$ cat src/rtl/const_mult_sched.sv
`default_nettype none
// +--------------------------------------------------------------------------+
// | const_mult_sched                                                         |
// | Round-robin, credit-based scheduler sharing one fixed-latency constant   |
// | multiplier between two requesters, with per-requester response FIFOs.    |
// | Rev 1.0                                                                  |
// +--------------------------------------------------------------------------+
module const_mult_sched #(
  parameter int LAT   = 2,
  parameter int DEPTH = 4
) (
  input  logic        clk,
  input  logic        rst,
  input  logic [1:0]  req_valid,
  output logic [1:0]  req_ready,
  input  logic [23:0] req_a24_0,
  input  logic [23:0] req_a24_1,
  input  logic [24:0] req_a25_0,
  input  logic [24:0] req_a25_1,
  output logic [23:0] mul_a_24,
  output logic [24:0] mul_a_25,
  output logic        mul_din_flag,
  input  logic [47:0] mul_d_24,
  input  logic [43:0] mul_d_25,
  input  logic        mul_dout_flag,
  output logic [1:0]  resp_valid,
  input  logic [1:0]  resp_ready,
  output logic [47:0] resp_d24_0,
  output logic [47:0] resp_d24_1,
  output logic [43:0] resp_d25_0,
  output logic [43:0] resp_d25_1,
  output logic        busy,
  output logic        err
);

  localparam int c_AW = $clog2(DEPTH);
  localparam int c_CW = $clog2(DEPTH) + 1;
  localparam int c_BW = $clog2(LAT + 1);
  localparam int c_DW = 92;

  logic [c_CW-1:0] r_credit [2];
  logic            r_last;
  logic [23:0]     r_mul_a24;
  logic [24:0]     r_mul_a25;
  logic            r_din;
  logic [LAT:0]    r_tag_v;
  logic [LAT:0]    r_tag_id;
  logic [c_BW-1:0] r_blank;
  logic            r_err;
  logic [c_DW-1:0] r_mem [2][DEPTH];
  logic [c_AW-1:0] r_wp [2];
  logic [c_AW-1:0] r_rp [2];
  logic [c_CW-1:0] r_cnt [2];

  logic [1:0]      w_elig;
  logic [1:0]      w_grant;
  logic [1:0]      w_resp_valid;
  logic [1:0]      w_pop;
  logic [1:0]      w_wr_sel;
  logic            w_live;
  logic            w_wr;
  logic            w_err_ev;
  logic [c_DW-1:0] w_head0;
  logic [c_DW-1:0] w_head1;

  always_comb begin
    w_elig       = '0;
    w_resp_valid = '0;
    for (int i = 0; i < 2; i++) begin
      w_elig[i]       = req_valid[i] && (r_credit[i] != '0) && !rst;
      w_resp_valid[i] = (r_cnt[i] != '0) && !rst;
    end
    // r_last holds the most recent grant; the other requester wins a tie
    w_grant[0] = w_elig[0] && (!w_elig[1] || r_last);
    w_grant[1] = w_elig[1] && (!w_elig[0] || !r_last);
    w_pop      = w_resp_valid & resp_ready;
  end

  // Results arriving while the blanking counter runs come from a multiplier
  // pipeline that was never reset, so they are neither stored nor flagged.
  assign w_live   = (r_blank == '0);
  assign w_wr     = mul_dout_flag && r_tag_v[LAT] && w_live;
  assign w_wr_sel = {w_wr && r_tag_id[LAT], w_wr && !r_tag_id[LAT]};
  assign w_err_ev = w_live && (mul_dout_flag != r_tag_v[LAT]);

  always_ff @(posedge clk) begin
    if (rst) begin
      for (int i = 0; i < 2; i++) begin
        r_credit[i] <= c_CW'(DEPTH);
        r_wp[i]     <= '0;
        r_rp[i]     <= '0;
        r_cnt[i]    <= '0;
      end
      r_last   <= 1'b1;
      r_din    <= 1'b0;
      r_tag_v  <= '0;
      r_tag_id <= '0;
      r_blank  <= c_BW'(LAT);
      r_err    <= 1'b0;
    end else begin
      if (!w_live) begin
        r_blank <= r_blank - c_BW'(1);
      end
      if (|w_grant) begin
        r_last    <= w_grant[1];
        r_mul_a24 <= w_grant[1] ? req_a24_1 : req_a24_0;
        r_mul_a25 <= w_grant[1] ? req_a25_1 : req_a25_0;
      end
      r_din    <= |w_grant;
      r_tag_v  <= {r_tag_v[LAT-1:0], |w_grant};
      r_tag_id <= {r_tag_id[LAT-1:0], w_grant[1]};
      r_err    <= r_err || w_err_ev;
      for (int i = 0; i < 2; i++) begin
        if (w_grant[i] && !w_pop[i]) begin
          r_credit[i] <= r_credit[i] - c_CW'(1);
        end else if (!w_grant[i] && w_pop[i]) begin
          r_credit[i] <= r_credit[i] + c_CW'(1);
        end
        if (w_wr_sel[i]) begin
          r_mem[i][r_wp[i]] <= {mul_d_24, mul_d_25};
          r_wp[i]           <= r_wp[i] + c_AW'(1);
        end
        if (w_pop[i]) begin
          r_rp[i] <= r_rp[i] + c_AW'(1);
        end
        r_cnt[i] <= r_cnt[i] + c_CW'(w_wr_sel[i]) - c_CW'(w_pop[i]);
      end
    end
  end

  assign w_head0 = r_mem[0][r_rp[0]];
  assign w_head1 = r_mem[1][r_rp[1]];

  assign req_ready    = w_grant;
  assign resp_valid   = w_resp_valid;
  assign mul_a_24     = r_mul_a24;
  assign mul_a_25     = r_mul_a25;
  assign mul_din_flag = r_din && !rst;
  assign err          = r_err && !rst;
  assign busy         = !rst && ((|r_tag_v) || (r_cnt[0] != '0) || (r_cnt[1] != '0) || r_din);
  assign resp_d24_0   = w_head0[91:44];
  assign resp_d25_0   = w_head0[43:0];
  assign resp_d24_1   = w_head1[91:44];
  assign resp_d25_1   = w_head1[43:0];

endmodule
`default_nettype wire

$ cat config.mk
export PLATFORM = sky130hd
export DESIGN_NAME = const_mult_sched
export DESIGN_NICKNAME = d
export VERILOG_FILES = /design/src/rtl/const_mult_sched.sv
export SDC_FILE = /design/constraint.sdc
export NUM_CORES = 1
export LEC_CHECK = 0
export CAP_MARGIN = 10
export CORE_AREA = 3 3 312 314
export CTS_BUF_LIST = sky130_fd_sc_hd__clkbuf_2 sky130_fd_sc_hd__clkbuf_4 sky130_fd_sc_hd__clkbuf_8
export DETAILED_ROUTE_END_ITERATION = 7
export DIE_AREA = 0 0 315 317
export SLEW_MARGIN = 40
export SYNTH_ARGS = -nofsm -noshare
export SYNTH_HDL_FRONTEND = slang
export SYNTH_SLANG_ARGS = --single-unit
$ cat constraint.sdc
create_clock -name clk -period 4.55 [get_ports clk]
set_input_delay 1.365 -clock clk [delete_from_list [all_inputs] [get_ports clk]]
set_output_delay 1.365 -clock clk [all_outputs]
set_load 0.03 [all_outputs]
Word-level counts from Yosys, hierarchy flattened
Memory sizes are Yosys's and may differ from the RTL's. Index checks and enable logic that the tools add are counted. Widths: inputs -> output; s select.

Register bits: 60. Memory bits (writable): 756. Bits of input ports: 197. Output and inout port bits: 240. Word-level logic and storage cells: 151. Memories kept: 5.

Memories: r_mem (depth 2, width 368, read ports 2, clocked after Yosys merged registers in 0, wr ports 1, RTL line 50) `logic [c_DW-1:0] r_mem [2][DEPTH];`; r_cnt (depth 2, width 3, read ports 2, clocked after Yosys merged registers in 0, wr ports 2, RTL line 53) `logic [c_CW-1:0] r_cnt [2];`; r_credit (depth 2, width 3, read ports 2, clocked after Yosys merged registers in 0, wr ports 2, RTL line 41) `logic [c_CW-1:0] r_credit [2];`; r_rp (depth 2, width 2, read ports 2, clocked after Yosys merged registers in 0, wr ports 2, RTL line 52) `logic [c_AW-1:0] r_rp [2];`; r_wp (depth 2, width 2, read ports 2, clocked after Yosys merged registers in 0, wr ports 2, RTL line 51) `logic [c_AW-1:0] r_wp [2];`.

Add/sub/neg operators: 13. Order comparisons: 6. Equal/unequal tests: 1. Multiplexer cells: 56. Bitwise logic cells: 16. Reductions and logical operators: 46.

Operators by type and width (number): $mux 368 (4); $mux 92 (6); $bmux 92 s2 (2); $demux 92 s2 (2); $reduce_or 368->1 (1); $mux 1 (30); $mux 25 (1); $mux 24 (1); $logic_and 1x1->1 (22); $mux 3 (6); $ge 3x3->1 const B (4); $not 2->3 (4); $reduce_bool 3->1 (4); $or 1x1->1 (10); $logic_not 1->1 (9); $add 2x1->2 const B (4); $mux 2 (4); $add 3x1->3 (2); $add 3x1->3 const B (2); $logic_or 1x1->1 (6); $lt 3x1->1 const B (2); $sub 3x1->3 (2); $sub 3x1->3 const B (2); $reduce_or 3->1 (1); 7 further kinds (7).

Longest topological paths before layout
Gate-level depths: netlist of run 1.

Depth in word-level cells: 13. Mapped depth: 10. Mapped depth without buffers: 10.

Worst setup path before layout of run 1
No wires, ideal clock.

Path kind: input-to-reg. Start: in mul_dout_flag. End: mem r_mem[0][0] in the netlist's numbering (enable). Library setup time: 0.461 ns. Data arrival time: 4.036 ns. Data required time: 4.089 ns. Path slack: 0.053 ns. Cell stages on the path: 4. Path buffers: 0. Cell sequence: ha_1 nand2_1 nor3_1 and2_1.

Word-level cells in the longest chain between the ends: 8. Elaborated cells on any way between the ends: 13. Classes of those cells: 8 x mux; 5 x reduce/logical.

Ends and longest elaborated chain: start: declaration (RTL line 25) `input logic mul_dout_flag,`; $logic_and 1x1->1 (*) (2 in a row) (RTL line 82) `assign w_wr = mul_dout_flag && r_tag_v[LAT] && w_live;`; $logic_and 1x1->1 (RTL line 83) `assign w_wr_sel = {w_wr && r_tag_id[LAT], w_wr && !r_tag_id[LAT]};`; $mux 1 (RTL line 119) `if (w_wr_sel[i]) begin`; $mux 1 (RTL line 87) `if (rst) begin`; $mux 368 (implied by the code) (RTL line 120) `r_mem[i][r_wp[i]] <= {mul_d_24, mul_d_25};`; $reduce_or 368->1 (no source line); $mux 1 (no source line) or $mux 368 (tied branches); end: declaration (RTL line 50).

Every way passes the cells marked *; elsewhere a longest branch is shown, timed or not.

==> results of run 1 <==
[per-layer routing]
layer  wire length [µm]  vias up  track usage, %
li1                   -     6604               -
met1              29400     7914            18.0
met2              36100      541            24.2
met3               5640      102            5.17
met4               1550        6            4.82
met5                 35        -               0
[kinds of logic after synthesis]
logic type               after synthesis
flip-flops                           815
AND/OR/NAND/NOR                      219
multiplexers                         185
buffers and inverters                 79
adder cells (fa/ha/maj)               20
AO/OA/AOI/OAI                         14
XOR/XNOR                               9
[final cells by class]
| cell class | count | area, µm² |
|---|---|---|
| Fill cell | 8335 | 55500 |
| Antenna cell | 2 | 5.00 |
| Multi-Input combinational cell | 447 | 5670 |
| Clock buffer | 188 | 2310 |
| Sequential cell | 815 | 24300 |
| Timing Repair Buffer | 468 | 4900 |
| Inverter | 22 | 82.6 |
| Tap cell | 1265 | 1580 |
| Clock inverter | 57 | 512 |
[critical path: cells and delay by family (launching register included)]
kind | cells | cell delay, ps
buf+inv | 2 | 1020
mux | 1 | 580
flops | 1 | 420
[cell usage in the layout (no fill, tap or decap), drive strengths merged, types with 5 or more instances in the layout]
master         count
and2               8
buf               37
bufinv             8
clkbuf           189
clkdlybuf4s50    429
clkinv            40
dfxtp             16
edfxtp           799
ha                17
inv               28
mux4             184
nand2            149
nand2b             9
nor2              14
nor2b             12
nor3               7
or2                5
xnor2              8
[worst max path at each step]
stage	end	slack, ps
2_1_floorplan	r_mem[0][0]	50
3_5_place_dp	resp_valid[1]	480
5_1_grt	resp_d24_1[44]	6
4_1_cts	resp_d25_1[23]	40
6_report	resp_d25_0[24]	200
3_3_place_gp	resp_valid[1]	470
[flip-flops by register name, summed over array words and instances, names as in the netlist]
signal and cells:
r_blank 2, r_err 1, r_wp 4, r_credit 6, r_tag_v 3, mul_a_25 25
r_mem 736, r_last 1, r_cnt 6, r_tag_id 3, r_rp 4, mul_a_24 24
[per-stage QoR]
stage          cells  worst slack (ps)  util [%]
3_5_place_dp    3017               483      38.5
3_3_place_gp    3017               470      38.5
6_report        3264               204      41.5
5_1_grt         3263              6.39      41.5
4_1_cts         3262              40.9      41.5
2_1_floorplan   1341              52.7         -
[power by group through the flow]
stage | registers, W | logic [W] | clock network, W
detailed placement | 0.00865 | 0.00356 | 0
global route | 0.00850 | 0.00371 | 0.00725
floorplan | 0.00875 | 0.00192 | 0
finish | 0.00849 | 0.00349 | 0.00665
CTS | 0.00850 | 0.00357 | 0.00690
global placement | 0.00864 | 0.00353 | 0
[timing repair]
item,CTS,global route
gates resized for setup,0,2
hold buffers,0,0
endpoints found under the setup margin,0,1
==> flow_summary.rst, run 1 <==
.. list-table::
   :header-rows: 1

   * - Metric
     - Value
   * - Ranking of synthesized cells by area
     - edfxtp_1 (79%), mux4_2 (14%), nand2_1 (1.8%)
   * - WL per Instance
     - 22.3 µm
   * - Time the worst path needs with I/O delays and setup
     - 4350 ps
   * - Root buf cell
     - clkbuf_8
   * - Most used flip-flop cell after synthesis
     - edfxtp_1
   * - Worst setup path category
     - flop to primary output
   * - Required time of the critical path
     - 3180 ps
   * - Critical path endpoint category
     - primary output
   * - Cell-internal power
     - 0.0137 W
   * - Vias per cell
     - 4.65
   * - Share of cell area taken by muxes after synthesis
     - 13.7%
   * - Switching fraction of total power
     - 26.4%
   * - Insertion delay of the later-clocked pin in the worst-skew pair
     - 810 ps
   * - F_max
     - 0.230 GHz
   * - Floorplan row count
     - 113
   * - Placement Cell Area
     - 36,500 µm²
   * - Unrepaired setup endpoints after global routing
     - no
   * - Clock edge transition at the registers on the reported setup and hold paths
     - 60 ps
   * - Count leader, synth
     - edfxtp_1
   * - I/O Pins
     - 437
   * - Chip height
     - 317 µm
   * - Launch point of the critical path
     - r_rp[0][0]
   * - Power Density
     - 473 nW/µm²
   * - Slowest CP cell
     - clkdlybuf4s50_1
   * - Max-Cap Viols
     - 0
   * - Fin area
     - 39,400 µm²
   * - Die W
     - 315 µm
   * - Via count
     - 15,167
   * - Net load switching power
     - 0.00491 W
   * - FF-to-FF End
     - r_mem[0][352]
   * - Routed WL
     - 72,800 µm
   * - Overall Power
     - 0.0186 W
   * - Critical Path AT
     - 2980 ps
   * - Number of optimization iterations in the first detailed-route pass
     - 5
   * - Critical Path, Cell by Cell
     - clkbuf_16 -> mux4_2 -> clkdlybuf4s50_1
   * - Nets in the synthesized netlist
     - 1,558
   * - Number of nets with antenna violations after detailed routing
     - 0
   * - Post-synthesis share of cell area spent on xor and xnor gates
     - 0.260%
   * - Critical path peak fanout
     - 50
   * - Launch instance of the worst register-to-register path
     - r_blank[0]
   * - Origin of the worst min-delay path
     - r_tag_id[0]
   * - Worst hold path type
     - flop to flop
   * - Total number of clock tree sinks
     - 815
   * - Headroom to the max-slew limit
     - 54.3%
   * - Share of total power in combinational logic
     - 18.7%
   * - Initial Utilization
     - 31.9%
   * - Share of the synthesized area in the top cell type
     - 79.2%
   * - Share of power burned in registers
     - 45.6%
   * - Async set-reset flop share out of synthesis
     - 0%
   * - Vias in the first global route
     - 16,636
   * - Number of failing setup endpoints in the final timing report
     - 0
   * - Core Area
     - 94,900 µm²
   * - Final critical-path share of the clock period
     - 95.5%
   * - Post-synthesis average cell area
     - 22.6 µm²
   * - Leak
     - 12.8 nW
   * - Post-synthesis to final-layout area growth
     - 30.0%
   * - Post-Route Skew
     - 52.3 ps
   * - Crit start category
     - flop
   * - Routability congestion estimate from global placement
     - 0.849
   * - Actual slew at the worst max-slew pin
     - 680 ps
   * - Count of final hold-check violations
     - 0
   * - Share of the synthesized area in compound gates (AO/OA/AOI/OAI)
     - 0.471%
   * - Layout cells sized above 1
     - 23.4%
   * - Maximum ir drop on the vdd rail
     - 236 µV
   * - Synthesis Warnings
     - 0
   * - Number of cells traversed by the worst hold path
     - 1
   * - Total routing usage reported by global routing
     - 14.7%
   * - Worst Hold End
     - r_tag_id[1]
   * - Final sum of negative setup slack
     - 0 ps
   * - Adder and majority gate portion of the synthesized area
     - 0.900%
   * - Die Footprint
     - 99,900 µm²
   * - Number of setup buffers added after CTS
     - 0
   * - Number of DRC violations after detailed routing
     - 0
   * - Worst reg-to-reg path cell count
     - 6
   * - Area share of and/or/nand/nor cells after synthesis
     - 3.30%
   * - Final hold slack
     - 441 ps
   * - Yosys top cell by area
     - edfxtp_1
   * - TritonCTS clock tree
     - yes
   * - Synthesized instance count
     - 1,341
   * - Wire length of the first global-routing pass
     - 107,000 µm
   * - Buffers added on ports
     - 436
   * - Number of buffers created by CTS
     - 139
   * - Antenna violations before repair
     - 4
   * - Final number of max-transition violations
     - 0
   * - Top cells by instance count after synthesis
     - edfxtp_1 (799), mux4_2 (184), nand2_1 (149)
   * - H-tree depth
     - 4
   * - Share of power burned in the clock network
     - 35.7%
   * - Number of design-rule violations left by the first detailed-router iteration
     - 982
   * - Seq/Total Area, Yosys
     - 80.3%
   * - Largest net degree at the start of global routing
     - 67
   * - Overflow left after global routing
     - 0
   * - Post-synthesis cell area
     - 30,300 µm²
   * - Flops & latches, synth
     - 815
   * - Status
     - finished clean
   * - Largest family of logic cells by synthesized area
     - multiplexers
   * - Largest incremental delay on the critical path
     - 670 ps
   * - Count of unique library cells instantiated by Yosys
     - 46
   * - FF-to-FF setup slack
     - 1900 ps
   * - Maximum root-to-sink buffer count
     - 3
   * - HPWL after detailed placement
     - 43,500 µm
   * - Net count, final
     - 2,110
   * - Post-synth EDFFs
     - 799
No activity file was read; power rests on OpenSTA's default activity.
==> run 2: changes to the inputs <==
- MAX_ROUTING_LAYER: not set -> met4
- clock period: 4.55 -> 5.2 ns (I/O delays scaled with it)
==> run 2 against run 1 <==
  * Sequential share of layout area rose by 0.27 points
  * First-iteration DRC count rose by 17%
  * Critical path depth did not move
  * Global-route usage rose by 0.48 points
  * Critical path type unchanged
  * Highest routed layer is now met4
==> flow_summary.rst, run 2 (same netlist as run 1, synthesis figures left out) <==
.. list-table::
   :header-rows: 1

   * - Metric
     - Value
   * - Count of final hold-check violations
     - 0
   * - Chip height
     - 317 µm
   * - Critical path endpoint category
     - primary output
   * - Power Density
     - 409 nW/µm²
   * - Routed WL
     - 72,600 µm
   * - Cell-internal power
     - 0.0117 W
   * - Post-Route Skew
     - 32.9 ps
   * - Insertion delay of the later-clocked pin in the worst-skew pair
     - 800 ps
   * - HPWL after detailed placement
     - 43,500 µm
   * - Largest net degree at the start of global routing
     - 94
   * - Post-synthesis to final-layout area growth
     - 29.4%
   * - CTS Hold Bufs
     - 0
   * - Number of design-rule violations left by the first detailed-router iteration
     - 1,146
   * - Net load switching power
     - 0.00429 W
   * - Antenna violations before repair
     - 6
   * - Maximum ir drop on the vdd rail
     - 216 µV
   * - Actual slew at the worst max-slew pin
     - 755 ps
   * - Share of total power in combinational logic
     - 18.9%
   * - Share of power burned in registers
     - 46.4%
   * - Number of buffers created by CTS
     - 137
   * - WL per Instance
     - 22.2 µm
   * - Leading cell type in the layout, fill and taps excluded
     - edfxtp_1
   * - Time the worst path needs with I/O delays and setup
     - 4570 ps
   * - Overflow left after global routing
     - 0
   * - Switching fraction of total power
     - 26.8%
   * - Vias in the first global route
     - 16,779
   * - Clock edge transition at the registers on the reported setup and hold paths
     - 60 ps
   * - Non-filler cells, final
     - 3,266
   * - Headroom to the max-slew limit
     - 49.7%
   * - Number of failing setup endpoints in the final timing report
     - 0
   * - Utilization after layout
     - 41.3%
   * - Crit start category
     - flop
   * - WP buf/inv
     - 2
   * - Worst Slack Setup Final
     - 634 ps
   * - Floorplan row count
     - 113
   * - Critical Path AT
     - 3010 ps
   * - Largest delay share family, worst path
     - buffers and inverters
   * - Count of cells resized by post-cts repair
     - 0
   * - Final sum of negative setup slack
     - 0 ps
   * - Required time of the critical path
     - 3640 ps
   * - Vias per cell
     - 4.63
   * - Number of optimization iterations in the first detailed-route pass
     - 5
   * - Die Footprint
     - 99,900 µm²
   * - Max-Cap Viols
     - 0
   * - Root buf cell
     - clkbuf_8
   * - Number of setup buffers added after CTS
     - 0
   * - Layout cells sized above 1
     - 23.1%
   * - Via count
     - 15,112
   * - Pre-CTS setup slack
     - 614 ps
   * - I/O Pins
     - 437
   * - Final number of max-transition violations
     - 0
   * - Final critical-path share of the clock period
     - 87.8%
   * - Total number of clock tree sinks
     - 815
   * - Placed cell count
     - 3,017
   * - Maximum root-to-sink buffer count
     - 3
   * - Buffers added on ports
     - 436
   * - Number of nets with antenna violations after detailed routing
     - 0
   * - Largest incremental delay on the critical path
     - 650 ps
   * - Share of power burned in the clock network
     - 34.7%
   * - Routability congestion estimate from global placement
     - 0.835
   * - Die W
     - 315 µm
   * - Number of DRC violations after detailed routing
     - 0
   * - Slowest CP cell
     - clkdlybuf4s50_1
   * - Worst hold path type
     - flop to flop
   * - Wire length of the first global-routing pass
     - 107,000 µm
   * - Core Area
     - 94,900 µm²
   * - Critical path peak fanout
     - 56
   * - Fin area
     - 39,200 µm²
   * - Initial Utilization
     - 31.9%
   * - Worst setup path category
     - flop to primary output
   * - Unrepaired setup endpoints after global routing
     - no
   * - Net count, final
     - 2,108
   * - Max reg flops
     - 736
   * - H-tree depth
     - 4
   * - Total routing usage reported by global routing
     - 15.1%
   * - F_max
     - 0.219 GHz
   * - Commonest cells after routing, fill and taps aside
     - edfxtp_1 (799), clkdlybuf4s50_1 (430), mux4_2 (184)
   * - TritonCTS clock tree
     - yes
   * - Placement Cell Area
     - 36,500 µm²
   * - Status
     - finished clean
   * - Critical Path, Cell by Cell
     - buf_12 -> mux4_2 -> clkdlybuf4s50_1
   * - Leak
     - 12.7 nW
[run 2: path summary, 6_finish.rpt]
kind / startpoint / slack (ps) / depth (start not counted) / to
setup / recovery: r_rp[0][2] / 630 / 3 / resp_d25_1[22]
setup reg to reg: r_cnt[0][1] / 2720 / 9 / r_cnt[0][2]
hold reg to reg: r_tag_id[0] / 440 / 1 / r_tag_id[1]
hold / removal: r_tag_id[0] / 440 / 1 / r_tag_id[1]
[run 2: per-layer routing]
metal	track usage, %	wire length (µm)
met1	18.4	29800
met2	23.9	35600
met3	4.97	5450
met4	5.14	1750
met5	-	0
[run 2: layout make-up]
cell class	instances	area [µm²]
diodes	5	12.5
clock buffers	185	2300
clock inverters	59	389
fillers	8411	55700
inverters	22	82.6
multi-input cells	447	5670
flip-flops and latches	815	24300
well taps	1265	1580
repair buffers	468	4850
[run 2: per-stage QoR]
stage	hold slack (ps)	total power, W
after floorplan	414	0.00934
after global placement	423	0.0106
after detailed placement	425	0.0106
after CTS	448	0.0163
after global routing	474	0.0168
final	441	0.0160
[run 2: power by group through the flow]
stage	sequential, W	combinational, W	clock [W]
2_1_floorplan	0.00766	0.00168	0
3_3_place_gp	0.00756	0.00307	0
3_5_place_dp	0.00756	0.00308	0
4_1_cts	0.00743	0.00311	0.00577
5_1_grt	0.00744	0.00323	0.00609
6_report	0.00743	0.00303	0.00556
